$ cat src/rtl/ps2_rx_frontend.sv
`timescale 1ns/1ps
`default_nettype none
// ============================================================================
// Module   : ps2_rx_frontend
// Purpose  : PS/2 device-to-host line receiver. Synchronises and deglitches
//            the raw ps2_clk/ps2_data pins, deserialises 11-bit frames
//            (start, 8 data LSB first, odd parity, stop) and queues the
//            accepted scancodes in a first-word-fall-through FIFO.
// Ports    : clk50     - 50 MHz system clock
//            reset_n   - asynchronous active-low reset
//            ps2_clk   - raw PS/2 clock pin
//            ps2_data  - raw PS/2 data pin
//            dat_o     - scancode at FIFO head (0 while empty)
//            perr_o    - parity-error flag stored with the head entry
//            valid_o   - FIFO not empty
//            rd_i      - pop head on rising clk50 while valid_o=1
//            count_o   - FIFO occupancy, 0 .. 2**DEPTH_LOG2
//            ovf_o     - sticky: a frame was lost because the FIFO was full
//            clr_i     - synchronous clear of ovf_o (a same-cycle set wins)
//            ferr_o    - one-cycle pulse when a frame is discarded
// Options  : PS2_RX_PARERR_DROP_EN - when defined, parity-errored frames are
//            discarded with an ferr_o pulse and perr_o is constant 0.
// Revision : 1.0 - initial release
// ============================================================================
module ps2_rx_frontend #(
    parameter int FILTER     = 8,
    parameter int TIMEOUT    = 50000,
    parameter int DEPTH_LOG2 = 3
) (
    input  logic                  clk50,
    input  logic                  reset_n,
    input  logic                  ps2_clk,
    input  logic                  ps2_data,
    output logic [7:0]            dat_o,
    output logic                  perr_o,
    output logic                  valid_o,
    input  logic                  rd_i,
    output logic [DEPTH_LOG2:0]   count_o,
    output logic                  ovf_o,
    input  logic                  clr_i,
    output logic                  ferr_o
);

    localparam int               c_DEPTH     = 1 << DEPTH_LOG2;
    localparam int               c_TO_W      = $clog2(TIMEOUT + 1);
    localparam logic [7:0]       c_FILT_LAST = 8'(FILTER - 1);
    localparam logic [c_TO_W-1:0] c_TO_LAST  = c_TO_W'(TIMEOUT - 1);
    localparam logic [DEPTH_LOG2:0] c_FULL   = (DEPTH_LOG2 + 1)'(c_DEPTH);

    // ------------------------------------------------------------------
    // Input conditioning: bit 0 = ps2_clk, bit 1 = ps2_data.
    // Each line: 2-FF synchroniser, then a level filter that only follows
    // the synchronised input once it has differed for FILTER consecutive
    // cycles. Both lines see identical latency, so data stays aligned
    // with the filtered clock edge.
    // ------------------------------------------------------------------
    logic [1:0] w_raw;
    logic [1:0] w_filt;

    assign w_raw = {ps2_data, ps2_clk};

    generate
        for (genvar i = 0; i < 2; i++) begin : g_line
            logic       r_s1;
            logic       r_s2;
            logic       r_filt;
            logic [7:0] r_cnt;

            always_ff @(posedge clk50 or negedge reset_n) begin
                if (!reset_n) begin
                    r_s1   <= 1'b1;
                    r_s2   <= 1'b1;
                    r_filt <= 1'b1;
                    r_cnt  <= 8'd0;
                end else begin
                    r_s1 <= w_raw[i];
                    r_s2 <= r_s1;
                    if (r_s2 != r_filt) begin
                        // r_cnt holds the number of earlier disagreeing
                        // cycles; this is the FILTER-th one.
                        if (r_cnt == c_FILT_LAST) begin
                            r_filt <= r_s2;
                            r_cnt  <= 8'd0;
                        end else begin
                            r_cnt <= r_cnt + 8'd1;
                        end
                    end else begin
                        r_cnt <= 8'd0;
                    end
                end
            end

            assign w_filt[i] = r_filt;
        end
    endgenerate

    logic r_clk_filt_d;
    logic w_fall;
    logic w_data;

    always_ff @(posedge clk50 or negedge reset_n) begin
        if (!reset_n) begin
            r_clk_filt_d <= 1'b1;
        end else begin
            r_clk_filt_d <= w_filt[0];
        end
    end

    assign w_fall = r_clk_filt_d & ~w_filt[0];
    assign w_data = w_filt[1];

    // ------------------------------------------------------------------
    // Frame deserialiser
    // ------------------------------------------------------------------
    typedef enum logic [1:0] {
        S_IDLE   = 2'd0,
        S_DATA   = 2'd1,
        S_PARITY = 2'd2,
        S_STOP   = 2'd3
    } state_t;

    state_t              r_state;
    state_t              w_state_nxt;
    logic [2:0]          r_bit_idx;
    logic [2:0]          w_bit_idx_nxt;
    logic [7:0]          r_shift;
    logic [7:0]          w_shift_nxt;
    logic                r_perr;
    logic                w_perr_nxt;
    logic [c_TO_W-1:0]   r_to_cnt;
    logic [c_TO_W-1:0]   w_to_cnt_nxt;
    logic                r_push;
    logic                w_push_nxt;
    logic [8:0]          r_push_entry;
    logic [8:0]          w_push_entry;
    logic                r_ferr;
    logic                w_ferr_nxt;

    always_ff @(posedge clk50 or negedge reset_n) begin
        if (!reset_n) begin
            r_state      <= S_IDLE;
            r_bit_idx    <= 3'd0;
            r_shift      <= 8'd0;
            r_perr       <= 1'b0;
            r_to_cnt     <= '0;
            r_push       <= 1'b0;
            r_push_entry <= 9'd0;
            r_ferr       <= 1'b0;
        end else begin
            r_state   <= w_state_nxt;
            r_bit_idx <= w_bit_idx_nxt;
            r_shift   <= w_shift_nxt;
            r_perr    <= w_perr_nxt;
            r_to_cnt  <= w_to_cnt_nxt;
            r_push    <= w_push_nxt;
            r_ferr    <= w_ferr_nxt;
            if (w_push_nxt) begin
                r_push_entry <= w_push_entry;
            end
        end
    end

`ifdef PS2_RX_PARERR_DROP_EN
    assign w_push_entry = {1'b0, r_shift};
`else
    assign w_push_entry = {r_perr, r_shift};
`endif

    always_comb begin
        w_state_nxt   = r_state;
        w_bit_idx_nxt = r_bit_idx;
        w_shift_nxt   = r_shift;
        w_perr_nxt    = r_perr;
        w_push_nxt    = 1'b0;
        w_ferr_nxt    = 1'b0;

        // Inactivity counter runs only inside a frame and restarts on
        // every received clock edge.
        if (r_state == S_IDLE || w_fall) begin
            w_to_cnt_nxt = '0;
        end else begin
            w_to_cnt_nxt = r_to_cnt + 1'b1;
        end

        case (r_state)
            S_IDLE: begin
                // A fall with data high is a stray edge and is ignored.
                if (w_fall && !w_data) begin
                    w_state_nxt   = S_DATA;
                    w_bit_idx_nxt = 3'd0;
                end
            end
            S_DATA: begin
                if (w_fall) begin
                    w_shift_nxt   = {w_data, r_shift[7:1]};
                    w_bit_idx_nxt = r_bit_idx + 3'd1;
                    if (r_bit_idx == 3'd7) begin
                        w_state_nxt = S_PARITY;
                    end
                end
            end
            S_PARITY: begin
                if (w_fall) begin
                    // Odd parity: data bits plus parity bit must hold an
                    // odd number of ones.
                    w_perr_nxt  = ~(^r_shift ^ w_data);
                    w_state_nxt = S_STOP;
                end
            end
            S_STOP: begin
                if (w_fall) begin
                    w_state_nxt = S_IDLE;
                    if (!w_data) begin
                        w_ferr_nxt = 1'b1;
`ifdef PS2_RX_PARERR_DROP_EN
                    end else if (r_perr) begin
                        w_ferr_nxt = 1'b1;
`endif
                    end else begin
                        w_push_nxt = 1'b1;
                    end
                end
            end
            default: begin
                w_state_nxt = S_IDLE;
            end
        endcase

        // A received edge takes precedence over an expiring timeout.
        if (r_state != S_IDLE && !w_fall && r_to_cnt == c_TO_LAST) begin
            w_state_nxt  = S_IDLE;
            w_ferr_nxt   = 1'b1;
            w_to_cnt_nxt = '0;
        end
    end

    assign ferr_o = r_ferr;

    // ------------------------------------------------------------------
    // First-word-fall-through FIFO
    // ------------------------------------------------------------------
    logic [8:0]            r_mem [0:c_DEPTH-1];
    logic [DEPTH_LOG2-1:0] r_wr_ptr;
    logic [DEPTH_LOG2-1:0] r_rd_ptr;
    logic [DEPTH_LOG2:0]   r_count;
    logic                  r_ovf;
    logic                  w_empty;
    logic                  w_full;
    logic                  w_pop;
    logic                  w_wr;
    logic                  w_drop;
    logic [8:0]            w_head;

    assign w_empty = (r_count == '0);
    assign w_full  = (r_count == c_FULL);
    assign w_pop   = rd_i && !w_empty;
    // When full, a write is only possible because a pop frees a slot in
    // the same cycle.
    assign w_wr    = r_push && (!w_full || w_pop);
    assign w_drop  = r_push && w_full && !w_pop;

    always_ff @(posedge clk50) begin
        if (w_wr) begin
            r_mem[r_wr_ptr] <= r_push_entry;
        end
    end

    always_ff @(posedge clk50 or negedge reset_n) begin
        if (!reset_n) begin
            r_wr_ptr <= '0;
            r_rd_ptr <= '0;
            r_count  <= '0;
            r_ovf    <= 1'b0;
        end else begin
            if (w_wr) begin
                r_wr_ptr <= r_wr_ptr + 1'b1;
            end
            if (w_pop) begin
                r_rd_ptr <= r_rd_ptr + 1'b1;
            end
            case ({w_wr, w_pop})
                2'b10:   r_count <= r_count + 1'b1;
                2'b01:   r_count <= r_count - 1'b1;
                default: r_count <= r_count;
            endcase
            if (w_drop) begin
                r_ovf <= 1'b1;
            end else if (clr_i) begin
                r_ovf <= 1'b0;
            end
        end
    end

    // Head is forced to zero while empty so the outputs never expose
    // stale or uninitialised storage.
    assign w_head  = w_empty ? 9'd0 : r_mem[r_rd_ptr];
    assign dat_o   = w_head[7:0];
    assign perr_o  = w_head[8];
    assign valid_o = !w_empty;
    assign count_o = r_count;
    assign ovf_o   = r_ovf;

endmodule

`default_nettype wire

$ cat config.mk
export PLATFORM = sky130hd
export DESIGN_NAME = ps2_rx_frontend
export DESIGN_NICKNAME = d
export VERILOG_FILES = /design/src/rtl/ps2_rx_frontend.sv
export SDC_FILE = /design/constraint.sdc
export NUM_CORES = 1
export LEC_CHECK = 0
export CAP_MARGIN = 20
export CELL_PAD_IN_SITES_DETAIL_PLACEMENT = 1
export CELL_PAD_IN_SITES_GLOBAL_PLACEMENT = 2
export CORE_ASPECT_RATIO = 1.4
export CORE_MARGIN = 3
export CORE_UTILIZATION = 30
export CTS_CLUSTER_DIAMETER = 100
export DETAILED_ROUTE_END_ITERATION = 7
export HOLD_SLACK_MARGIN = 0.03
export PLACE_DENSITY_LB_ADDON = 0.1
export SYNTH_ARGS = -nofsm -noshare
export SYNTH_HDL_FRONTEND = slang
export SYNTH_SLANG_ARGS = --single-unit
$ cat constraint.sdc
create_clock -name clk50 -period 1.8 [get_ports clk50]
set_input_delay 0.27 -clock clk50 [delete_from_list [all_inputs] [get_ports clk50]]
set_output_delay 0.27 -clock clk50 [all_outputs]
set_load 0.005 [all_outputs]
Word-level counts from Yosys, hierarchy flattened
Memories as Yosys holds them, arrays and structs flattened.
Index checks and enable logic that the tools add are counted.
- add/sub/neg operators: 8
- equality and inequality tests: 19
- muxes and demuxes: 29
- bitwise operators: 4
- reductions and logical operators: 27
- operators with widths (kind ; count):
    two-way mux 16 bit ; 2
    two-way mux 8 bit ; 4
    adder 16 x 1 -> 16 bit, second input constant ; 1
    adder 8 x 1 -> 8 bit, second input constant ; 2
    == test 16 bit, second input constant ; 1
    == test 8 x 3 -> 1 bit, second input constant ; 2
    two-way mux 2 bit ; 6
    != test 3 bit, second input constant ; 4
    two-way mux 1 bit ; 11
    adder 3 x 1 -> 3 bit, second input constant ; 3
    two-way mux 9 bit ; 1
    case mux 2 bit (4 select lines) ; 1
    case mux 4 bit (2 select lines) ; 1
    AND reduction 2 bit ; 4
    nonzero test 2 bit ; 4
    parity 8 bit ; 1
    logical AND 1 bit ; 7
    == test 2 bit, second input constant ; 3
    two-way mux 3 bit ; 2
    case mux 3 bit (2 select lines) ; 1
    zero test 1 bit ; 5
    AND reduction 5 bit ; 1
    adder 4 x 1 -> 4 bit, second input constant ; 1
    == test 2 x 1 -> 1 bit, second input constant ; 2
    14 further kinds ; 17
- bits in registers: 75
- memory bits (writable): 72
- bits of input ports: 6
- output and inout bits: 16
- logic and storage cells: 109
- memories kept: 1
- memories (name ; depth ; bits a word ; rd ports ; clocked after memory_dff ; wr ports ; RTL line ; text):
    r_mem ; 8 ; 9 ; 1 ; 0 ; 1 ; 242 ; logic [8:0] r_mem [0:c_DEPTH-1];

Logic depth before layout (Yosys ltp)
Gate-level depths: netlist of run 1.
- depth in word-level cells: 7
- mapped depth: 10
- gate-level depth less buffers: 10

Worst setup path after synthesis of run 1
Ideal clock, no wire load.
- path kind: flip-flop to flip-flop
- start point: reg r_count[1] (netlist: count_o[1])
- end point: reg r_count[1] (netlist: count_o[1])
- setup time: 125 ps
- arrival: 1867 ps
- data required time: 1675 ps
- path slack: -192 ps
- cell stages (with the launch flop): 9
- buffers on the path: 0
- clock period less this slack: 1992 ps
- cells stage by stage: dfrtp_1 > or3_4 > nor2_8 > inv_4 > nand2_4 > nor2_2 > xor2_1 > ha_1 > mux2_4
- longest elaborated chain between the ends: 7
- elaborated cells on any way between the ends: 13
- those cells by class: add/sub: 2; eq/ne: 3; mux: 1; reduce/logical: 7
- RTL lines (what ; RTL line ; text):
    start, declared ; 245 ; logic [DEPTH_LOG2:0] r_count;
    start signal, assigned ; 282 ; 2'b10: r_count <= r_count + 1'b1;
    start signal, assigned ; 283 ; 2'b01: r_count <= r_count - 1'b1;
    start signal, assigned ; 284 ; default: r_count <= r_count;
    zero test 4 bit * ; 254 ; assign w_empty = (r_count == '0);
    zero test 1 bit * ; -- ;
    via valid_o ; 36 ; output logic valid_o,
    logical AND 1 bit * ; 256 ; assign w_pop = rd_i && !w_empty;
    logical OR 1 bit ; 259 ; assign w_wr = r_push && (!w_full || w_pop);
    logical AND 1 bit ; 259 ;
    == test 2 x 1 -> 1 bit or == test 2 bit (tied branches) ; 281 ; case ({w_wr, w_pop})
    case mux 4 bit (2 select lines) or nonzero test 2 bit (tied branches) ; -- ;
The timed path passes the listed nets; every way through them passes the cells marked *.
A chain may end at the register's enable or synchronous reset.

Worst setup path in the final report of run 1
- start point: reg r_rd_ptr[0]
- end point: out dat_o[1]
- longest elaborated chain between the ends: 2
- RTL lines (what ; RTL line ; text):
    start, declared ; 244 ; logic [DEPTH_LOG2-1:0] r_rd_ptr;
    start signal, assigned ; 279 ; r_rd_ptr <= r_rd_ptr + 1'b1;
    memory read (8 x 9 bit) ; -- ;
    two-way mux 9 bit ; 296 ; assign w_head = w_empty ? 9'd0 : r_mem[r_rd_ptr];
    end, declared ; 34 ; output logic [7:0] dat_o,
Every way passes these cells.

==> metrics, run 1 <==
TritonRoute pass-1 iters=4; I/O Pins=22; Max Root-Sink Buffers=2; Overall Power=10.2 mW; post-synthesis sequential area ratio=65.5%; fin util=39.6%; crit end category=output port; worst hold-check path type=input port to flop; PnR worst setup slack=-0.464 ns; Hold Path Sink=g_line[1].r_s1$_DFF_PN1_; detailed-route wire length=13400 um; min-delay src=ps2_data; worst reg2reg path endpoint=r_mem[1][7]$_DFFE_PP_; most frequent cells in the layout=72 x edfxtp_1, 66 x dfrtp_1, 47 x nor2_1; Worst setup SP type=flop; floorplan die width=127 um; endpoints failing hold=0; Fmax achieved=442 MHz; Post-synth EDFFs=72; leakage=3.27 nW; Inst Count DP=710; reg2reg setup slack=-0.13 ns; TritonCTS clock tree=done; VDD IR max=0.000617 V; n_diodes=0; Post-route DRC=0; status=complete, but fails checks; Initial Util=30.8%; full die area=0.0224 sq mm; Total GRT Usage=13.2%; H-tree levels=4; Post-Syn Area per Cell=14.8 sq um; yosys warns=0; DR top layer=met4; GPL Wtd Cong=0.686; initial antenna violation count=0; Port Buffers=21; commonest register cell after synthesis=edfxtp_1; chip height=176 um; Max FO, Critical Path=4; fin cells=762; Final Max Slew Viols=0; clock slew at reported path FFs=0.07 ns; Met2 Routed Length=7520 um; Data required, critical path=1.53 ns; final worst path period share=126%; Clock Latency Late Sink=0.43 ns; WL/cell=17.6 um; synthesized flop and latch total=147; syn_nets=437; share of layout cells above drive strength 1=31.6%; commonest non-fill, non-tap cell in the layout=edfxtp_1; GRT Residual Overflow=0; WHS Path Cells=1; clock root buffer=clkbuf_16; Routed Antenna Nets=0; fraction of registers with async set or reset after synthesis=51.0%; Core Area=0.0201 sq mm; RSZ-0062 raised after global routing=yes; clk sinks=147; vias per cell=4.71; kind of critical path=flop to output port; Iter 0 DRT Violations=194; dpl hpwl=8150 um; max_slew headroom=56.7%; largest net degree at the start of global routing=31; Post-Syn Instances=418; worst r2r path cells=7; area delta synth->final=28.7%; Rows=61; RR Startpoint=count_o[0]$_DFFE_PN0P_; min cycle time layout=2.26 ns; vias in the first global route=3944; met3 routed WL=247 um; first-pass GRT wire length=22100 um; via count=3587; cell area after synthesis=0.00618 sq mm; max-cap viol count=0; TNS Setup=-9.34 ns; CP Data Arrival Time=1.99 ns; Fin Clk Skew=0.00882 ns; metal1 wirelength=5400 um; Fillers=2058; final net count=516; worst slew pin tran=0.647 ns; Setup-failing EPs final=85; Inserted Clock Buffers=17; violated checks=negative setup slack; post-synthesis cell type count=42; power density over cell area=1280 mW/mm^2
-- stage by stage --
step / hold WS [ns] / setup WS [ns] / area [sq um]
after floorplan: -0.0256 / -0.192 / 6190
after global placement: 0.242 / -0.262 / 7050
after detailed placement: 0.245 / -0.260 / 7050
after CTS: 0.223 / -0.517 / 7970
after global routing: 0.232 / -0.590 / 7950
final: 0.243 / -0.464 / 7950
-- layout make-up --
class | instances | area [sq um] | share of cell area [%]
flip-flops and latches | 147 | 4050 | 50.9
multi-input cells | 254 | 2170 | 27.3
repair buffers | 68 | 817 | 10.3
clock buffers | 17 | 425 | 5.35
well taps | 252 | 315 | 3.97
clock inverters | 15 | 136 | 1.72
inverters | 9 | 36.3 | 0.456
-- routing by layer --
layer / GRT usage (%) / vias to the layer above
met5: 0 / -
met4: 5.50 / 0
met3: 2.98 / 20
met2: 23.9 / 31
met1: 14.7 / 1847
li1: - / 1689
-- how the worst max path moves through the flow --
| stage | startpoint | endpoint | slack, ns | depth (start not counted) |
|---|---|---|---|---|
| after floorplan | count_o[1]$_DFFE_PN0P_ | count_o[1]$_DFFE_PN0P_ | -0.19 | 8 |
| after global placement | r_rd_ptr[0]$_DFFE_PN0N_ | perr_o | -0.26 | 5 |
| after detailed placement | r_rd_ptr[0]$_DFFE_PN0N_ | dat_o[7] | -0.26 | 5 |
| after CTS | r_rd_ptr[0]$_DFFE_PN0N_ | dat_o[5] | -0.52 | 7 |
| after global routing | r_rd_ptr[0]$_DFFE_PN0N_ | dat_o[5] | -0.59 | 7 |
| final | r_rd_ptr[0]$_DFFE_PN0N_ | dat_o[1] | -0.46 | 7 |
-- flip-flops by register name (all words and copies together) (netlist names) --
name and cells:
r_to_cnt 16, r_state 2, r_rd_ptr 3, r_wr_ptr 3, ferr_o 1, r_shift 8, g_line.r_s2 2, g_line.r_filt 2
r_push_entry 9, ovf_o 1, r_clk_filt_d 1, g_line.r_cnt 16, count_o 4, r_bit_idx 3, r_mem 72, r_push 1
r_perr 1, g_line.r_s1 2
-- power breakdown --
group	switching (mW)	internal (mW)	total [mW]
clock network	1.57	1.83	3.40
registers	0.230	3.79	4.02
logic	1.29	1.47	2.76
total	3.10	7.09	10.2
-- cell usage after synthesis (all sizes together) (3+ instances only) --
library cell / n / share of area [%]
ha: 13 / 2.6
mux2i: 9 / 1.5
nand4: 3 / 0.30
nand3: 17 / 1.4
a21oi: 3 / 0.24
mux2: 22 / 4.1
inv: 9 / 0.59
or2: 3 / 0.30
o21ai: 7 / 0.57
xnor2: 21 / 3.0
dfrtp: 68 / 28
nor2: 55 / 3.6
nand2b: 5 / 0.51
xor2: 22 / 3.1
buf: 4 / 0.28
edfxtp: 72 / 35
and3: 9 / 0.91
mux4: 18 / 6.6
clkbuf: 6 / 0.36
nor3: 8 / 0.65
dfstp: 7 / 3.0
nand2: 18 / 1.2
-- critical path, cell delays in order (launching register included) --
cell,delay (ns)
dfrtp_2,0.45
buf_12,0.15
buf_16,0.13
buf_4,0.13
mux4_2,0.41
mux2i_1,0.14
nor2_1,0.05
buf_2,0.12
-- logic make-up (layout without fill, tap and decap cells) --
group	count (synthesis)	count (layout)	share of synthesized area (%)
AOI/OAI and AO/OA	20	20	2.25
xor gates and xnor gates	43	43	6.10
adders and majority gates	13	13	2.63
buffers and inverters	19	109	1.24
DFF	147	147	65.5
muxes	49	49	12.1
and+or+nand+nor	127	129	10.2
-- what timing repair did --
action                                  in CTS  in global routing
hold endpoints to repair                    21                  0
hold buffers                                 1                  0
resized for setup                           77                  8
buffers inserted                            13                 10
endpoints found under the setup margin      68                 90
cloned                                       9                  0
pin swaps                                   14                  6
Power figures use the tool's default switching activity.
==> run 2: changes to the inputs <==
clock period = 2.4 ns   (was 1.8 ns; I/O delays follow)
==> metrics, run 2 (synthesis results as in run 1) <==
GPL Wtd Cong=0.717 (was 0.686); status=finished, final reports clean (was complete, but fails checks); Iter 0 DRT Violations=150 (was 194); initial antenna violation count=0 (unchanged); Fmax achieved=427 MHz; share of layout cells above drive strength 1=26.9% (was 31.6%); TritonCTS clock tree=done (unchanged); clock slew at reported path FFs=0.06 ns (was 0.07 ns); largest net degree at the start of global routing=60 (was 31); Sequential Area=0.00405 sq mm (about the same); kind of critical path=flop to output port (unchanged); final worst path period share=97.6%; CP Data Arrival Time=1.98 ns (was 1.99 ns); post-place instance area=0.00683 sq mm (was 0.00705 sq mm); VDD IR max=0.000443 V (was 0.000617 V); full die area=0.0224 sq mm (unchanged); I/O Pins=22 (unchanged); pre-CTS WS=0.146 ns (was -0.260 ns); area of the multi-input gates=0.00205 sq mm (was 0.00217 sq mm); area delta synth->final=21.7% (was 28.7%); max reg flops=72 (unchanged); Clock Latency Late Sink=0.41 ns (was 0.43 ns); Routed Antenna Nets=0 (unchanged); Core Area=0.0201 sq mm (unchanged); RSZ-0062 raised after global routing=yes (unchanged); most frequent cells in the layout=72 x edfxtp_1, 67 x dfrtp_1, 53 x nor2_1 (was 72 x edfxtp_1, 66 x dfrtp_1, 47 x nor2_1); worst slew pin tran=0.912 ns (was 0.647 ns); Initial Util=30.8% (unchanged); PnR worst setup slack=0.0578 ns (was -0.464 ns); hold_buf cts=0 (was 1); max-cap viol count=0 (unchanged); Post-route DRC=0 (unchanged); Inserted Clock Buffers=17 (unchanged); crit end category=output port (unchanged); min cycle time layout=2.34 ns; Rows=61 (unchanged); Fillers=2093 (was 2058); vias in the first global route=3773 (was 3944); Setup-failing EPs final=0 (was 85); WL/cell=16.7 um (was 17.6 um); power density over cell area=986 mW/mm^2 (was 1280 mW/mm^2); max_slew headroom=39.0% (was 56.7%); via count=3486 (was 3587); clk sinks=147 (unchanged); Final Max Slew Viols=0 (unchanged); Data required, critical path=2.04 ns (was 1.53 ns); detailed-route wire length=12400 um (was 13400 um); final net count=501 (was 516); Worst setup SP type=flop (unchanged); crit path cell chain=buf_4 > buf_6 > buf_16 > mux4_2 > mux2i_1 > nor2_1 > clkbuf_2 (was buf_12 > buf_16 > buf_4 > mux4_2 > mux2i_1 > nor2_1 > buf_2); H-tree levels=4 (unchanged); chip height=176 um (unchanged); TritonRoute pass-1 iters=4 (unchanged); Top reg by flops=r_mem (unchanged); TNS Setup=0 ns (was -9.34 ns); largest registers=r_mem (72), g_line.r_cnt (16), r_to_cnt (16) (unchanged); worst hold-check path type=input port to asynchronous set/reset pin (was input port to flop); clock root buffer=clkbuf_16 (unchanged); Port Buffers=21 (unchanged); vias per cell=4.67 (was 4.71); endpoints failing hold=0 (unchanged); first-pass GRT wire length=20700 um (was 22100 um); Slowest cell on crit path=dfrtp_2 (unchanged); Hold WS=0.0368 ns (was 0.243 ns); fin area=0.00752 sq mm (was 0.00795 sq mm); Total GRT Usage=12.1% (was 13.2%); dpl hpwl=8130 um (was 8150 um); n_diodes=0 (unchanged); Max FO, Critical Path=5 (was 4); GRT Residual Overflow=0 (unchanged); Overall Power=7.41 mW (was 10.2 mW); Fin Clk Skew=0.00994 ns (was 0.00882 ns); floorplan die width=127 um (unchanged); CP peak stage delay=0.44 ns (was 0.45 ns); Max Root-Sink Buffers=2 (unchanged); commonest non-fill, non-tap cell in the layout=edfxtp_1 (unchanged); leakage=3.12 nW (was 3.27 nW)
run 2: cell types whose count changed in the layout (fill, tap and decap cells not counted), moves of 4 or more:
| cell | delta |
|---|---|
| buf_12 | -9 |
| buf_2 | -7 |
| buf_4 | +6 |
| buf_6 | -8 |
| clkbuf_2 | +7 |
| clkinvlp_4 | +4 |
| nor2_1 | +6 |
| nor2_4 | -8 |
run 2: report_power, final:
| part | internal [mW] | total, mW | switching [mW] |
|---|---|---|---|
| sequential | 2.84 | 3.03 | 0.182 |
| combinational | 1.00 | 1.93 | 0.933 |
| clock | 1.35 | 2.45 | 1.10 |
| total | 5.19 | 7.41 | 2.22 |
run 2: layout make-up:
class	count	share of cell area (%)
Multi-Input combinational cell	252	27.3
Tap cell	252	4.19
Timing Repair Buffer	55	6.84
Clock buffer	17	5.66
Inverter	9	0.483
Sequential cell	147	53.9
Clock inverter	15	1.66
run 2: path summary, 6_finish.rpt:
| check | start | end | slack (ns) | depth (start not counted) |
|---|---|---|---|---|
| max | r_rd_ptr[0]$_DFFE_PN0N_ | dat_o[0] | 0.06 | 7 |
| min | reset_n | r_to_cnt[5]$_DFF_PN0_ | 0.04 | 1 |
| max reg2reg | count_o[2]$_DFFE_PN0P_ | count_o[1]$_DFFE_PN0P_ | 0.44 | 8 |
| min reg2reg | g_line[0].r_s1$_DFF_PN1_ | g_line[0].r_s2$_DFF_PN1_ | 0.36 | 0 |
| max in group asynchronous | reset_n | r_push_entry[2]$_DFFE_PN0P_ | 1.71 | 2 |
| min in group clk50 | ps2_clk | g_line[0].r_s1$_DFF_PN1_ | 0.35 | 1 |
run 2: per-stage QoR:
step                      cells  util (%)
after floorplan             418         -
after global placement      702      34.0
after detailed placement    702      34.0
after CTS                   744      37.4
after global routing        747      37.5
final                       747      37.5
run 2: critical path: cells and delay by family, from the launching register on:
family                 cells  cell delay [ns]
buffers and inverters      4             0.51
DFF                        1             0.44
muxes                      2             0.57
and+or+nand+nor            1             0.06
run 2: timing repair:
action,4_1_cts,5_1_grt
gates cloned,2,0
gates resized for setup,27,12
pin swaps,0,3
setup endpoints to repair,9,9
buffers inserted,8,4
run 2: metal layers:
| layer | up-vias | GRT usage (%) | share of wire [%] | wire [um] |
|---|---|---|---|---|
| li1 | 1645 | - | - | - |
| met1 | 1807 | 13.6 | 40 | 5030 |
| met2 | 26 | 22.2 | 56 | 7000 |
| met3 | 8 | 2.74 | 2.1 | 261 |
| met4 | 0 | 4.43 | 1.2 | 151 |
| met5 | - | 0 | 0 | 0 |
==> run 3: changes to the inputs <==
TNS_END_PERCENT = 50   (was not set)
==> metrics, run 3 (synthesis results as in run 1) <==
status=finished, final reports clean (unchanged); Total GRT Usage=12.1% (about the same); clock slew at reported path FFs=0.06 ns (about the same); pre-CTS WS=0.146 ns (unchanged); via count=3460 (was 3486); CP most frequent cell=buf_6; RR Startpoint=count_o[2]$_DFFE_PN0P_ (unchanged); endpoints failing hold=0 (unchanged); hold_buf cts=0 (unchanged); CP Data Arrival Time=1.98 ns (about the same); largest net degree at the start of global routing=60 (unchanged); worst hold-check path type=input port to asynchronous set/reset pin (unchanged); TritonCTS clock tree=done (unchanged); detailed-route wire length=12500 um (was 12400 um); crit path to=dat_o[0] (unchanged); leakage=3.10 nW (was 3.12 nW); TritonRoute pass-1 iters=4 (unchanged); floorplan die width=127 um (unchanged); Core Area=0.0201 sq mm (unchanged); Hold WS=0.0347 ns (was 0.0368 ns); fin area=0.00746 sq mm (was 0.00752 sq mm); area delta synth->final=20.8% (was 21.7%); worst setup path start=r_rd_ptr[0]$_DFFE_PN0N_ (unchanged); Fmax achieved=428 MHz (was 427 MHz); commonest non-fill, non-tap cell in the layout=edfxtp_1 (unchanged); Slowest cell on crit path=mux4_2 (was dfrtp_2); Final Max Slew Viols=0 (unchanged); Initial Util=30.8% (unchanged); final net count=499 (was 501); Max FO, Critical Path=5 (unchanged); fin util=37.2% (was 37.5%); WL/cell=16.7 um (about the same); share of layout cells above drive strength 1=26.4% (was 26.9%); crit path cell chain=buf_6 > buf_6 > buf_16 > mux4_2 > mux2i_1 > nor2_1 > clkbuf_2 (was buf_4 > buf_6 > buf_16 > mux4_2 > mux2i_1 > nor2_1 > clkbuf_2); max_slew headroom=38.4% (was 39.0%); RSZ-0062 raised after global routing=yes (unchanged); H-tree levels=4 (unchanged); power density over cell area=978 mW/mm^2 (was 986 mW/mm^2); Routed Antenna Nets=0 (unchanged); VDD IR max=0.000444 V (was 0.000443 V); worst slew pin tran=0.920 ns (was 0.912 ns); Worst setup SP type=flop (unchanged); GRT Residual Overflow=0 (unchanged); Clock Latency Late Sink=0.41 ns (about the same); dpl hpwl=8130 um (unchanged); reg2reg setup slack=0.44 ns (about the same); clock root buffer=clkbuf_16 (unchanged); I/O Pins=22 (unchanged); Port Buffers=21 (unchanged); Fillers=2094 (was 2093); initial antenna violation count=0 (unchanged); most frequent cells in the layout=72 x edfxtp_1, 67 x dfrtp_1, 53 x nor2_1 (unchanged); max-cap viol count=0 (unchanged); Setup-failing EPs final=0 (unchanged); vias in the first global route=3768 (was 3773); Data required, critical path=2.04 ns (about the same); Inserted Clock Buffers=17 (unchanged); Max Root-Sink Buffers=2 (unchanged); min cycle time layout=2.34 ns (about the same); Top reg by flops=r_mem (unchanged); final worst path period share=97.4% (was 97.6%); vias per cell=4.64 (was 4.67); PnR worst setup slack=0.0615 ns (was 0.0578 ns); GPL Wtd Cong=0.717 (unchanged); full die area=0.0224 sq mm (unchanged); kind of critical path=flop to output port (unchanged); crit end category=output port (unchanged); n_diodes=0 (unchanged); Post-route DRC=0 (unchanged); post-place instance area=0.00683 sq mm (unchanged); clk sinks=147 (unchanged); CP peak stage delay=0.49 ns (was 0.44 ns); worst r2r path cells=8 (unchanged); Fin Clk Skew=0.00965 ns (was 0.00994 ns); chip height=176 um (unchanged); max reg flops=72 (unchanged); Iter 0 DRT Violations=147 (was 150); largest registers=r_mem (72), g_line.r_cnt (16), r_to_cnt (16) (unchanged); Rows=61 (unchanged); worst reg2reg path endpoint=count_o[1]$_DFFE_PN0P_ (unchanged); first-pass GRT wire length=20700 um (about the same)
-- run 3: power by group --
group | internal (mW) | switching (mW)
Clock | 1.35 | 1.10
Combinational | 0.908 | 0.911
Sequential | 2.84 | 0.184
-- run 3: area by class of cell --
class,count,area [sq um],share of cell area [%]
multi-input combinational,252,2050,27.5
tap,252,315,4.23
sequential,147,4050,54.3
clock buffer,17,425,5.70
inverter,9,36.3,0.486
timing repair buffer,53,458,6.14
clock inverter,15,125,1.68
-- run 3: per-layer routing --
metal | vias to the layer above | track usage [%] | part of all wire, %
met5 | - | 0 | 0
met2 | 24 | 22.3 | 56
met1 | 1786 | 13.5 | 41
li1 | 1642 | - | -
met3 | 8 | 2.74 | 1.8
met4 | 0 | 4.43 | 1.2
-- run 3: timing repair --
item | 4_1_cts | 5_1_grt
pin swaps | 0 | 2
gates resized for setup | 25 | 13
setup endpoints to repair | 9 | 9
cloned | 2 | 0
setup buffers | 7 | 4
-- run 3: worst min path at each step --
stage,start,end,slack [ns],cells past startpoint
6_report,reset_n,r_to_cnt[5]$_DFF_PN0_,0.03,1
3_5_place_dp,g_line[1].r_s1$_DFF_PN1_,g_line[1].r_s2$_DFF_PN1_,0.35,0
3_3_place_gp,g_line[0].r_s1$_DFF_PN1_,g_line[0].r_s2$_DFF_PN1_,0.35,0
2_1_floorplan,reset_n,count_o[0]$_DFFE_PN0P_,0.06,0
4_1_cts,reset_n,r_to_cnt[5]$_DFF_PN0_,0.06,1
5_1_grt,reset_n,r_to_cnt[5]$_DFF_PN0_,0.09,1
-- run 3: through the flow --
| stage | power, mW | setup TNS [ns] | instances |
|---|---|---|---|
| after floorplan | 4.12 | 0 | 418 |
| after global placement | 4.71 | 0 | 702 |
| after detailed placement | 4.75 | 0 | 702 |
| after CTS | 7.50 | -0.323 | 743 |
| after global routing | 7.78 | -0.258 | 745 |
| final | 7.30 | 0 | 745 |
-- run 3: worst max-delay path, delay by kind of cell (launching register included) --
family	cells	cell delay (ns)
AND/OR/NAND/NOR	1	0.05
flip-flops	1	0.43
buffers and inverters	4	0.45
multiplexers	2	0.65
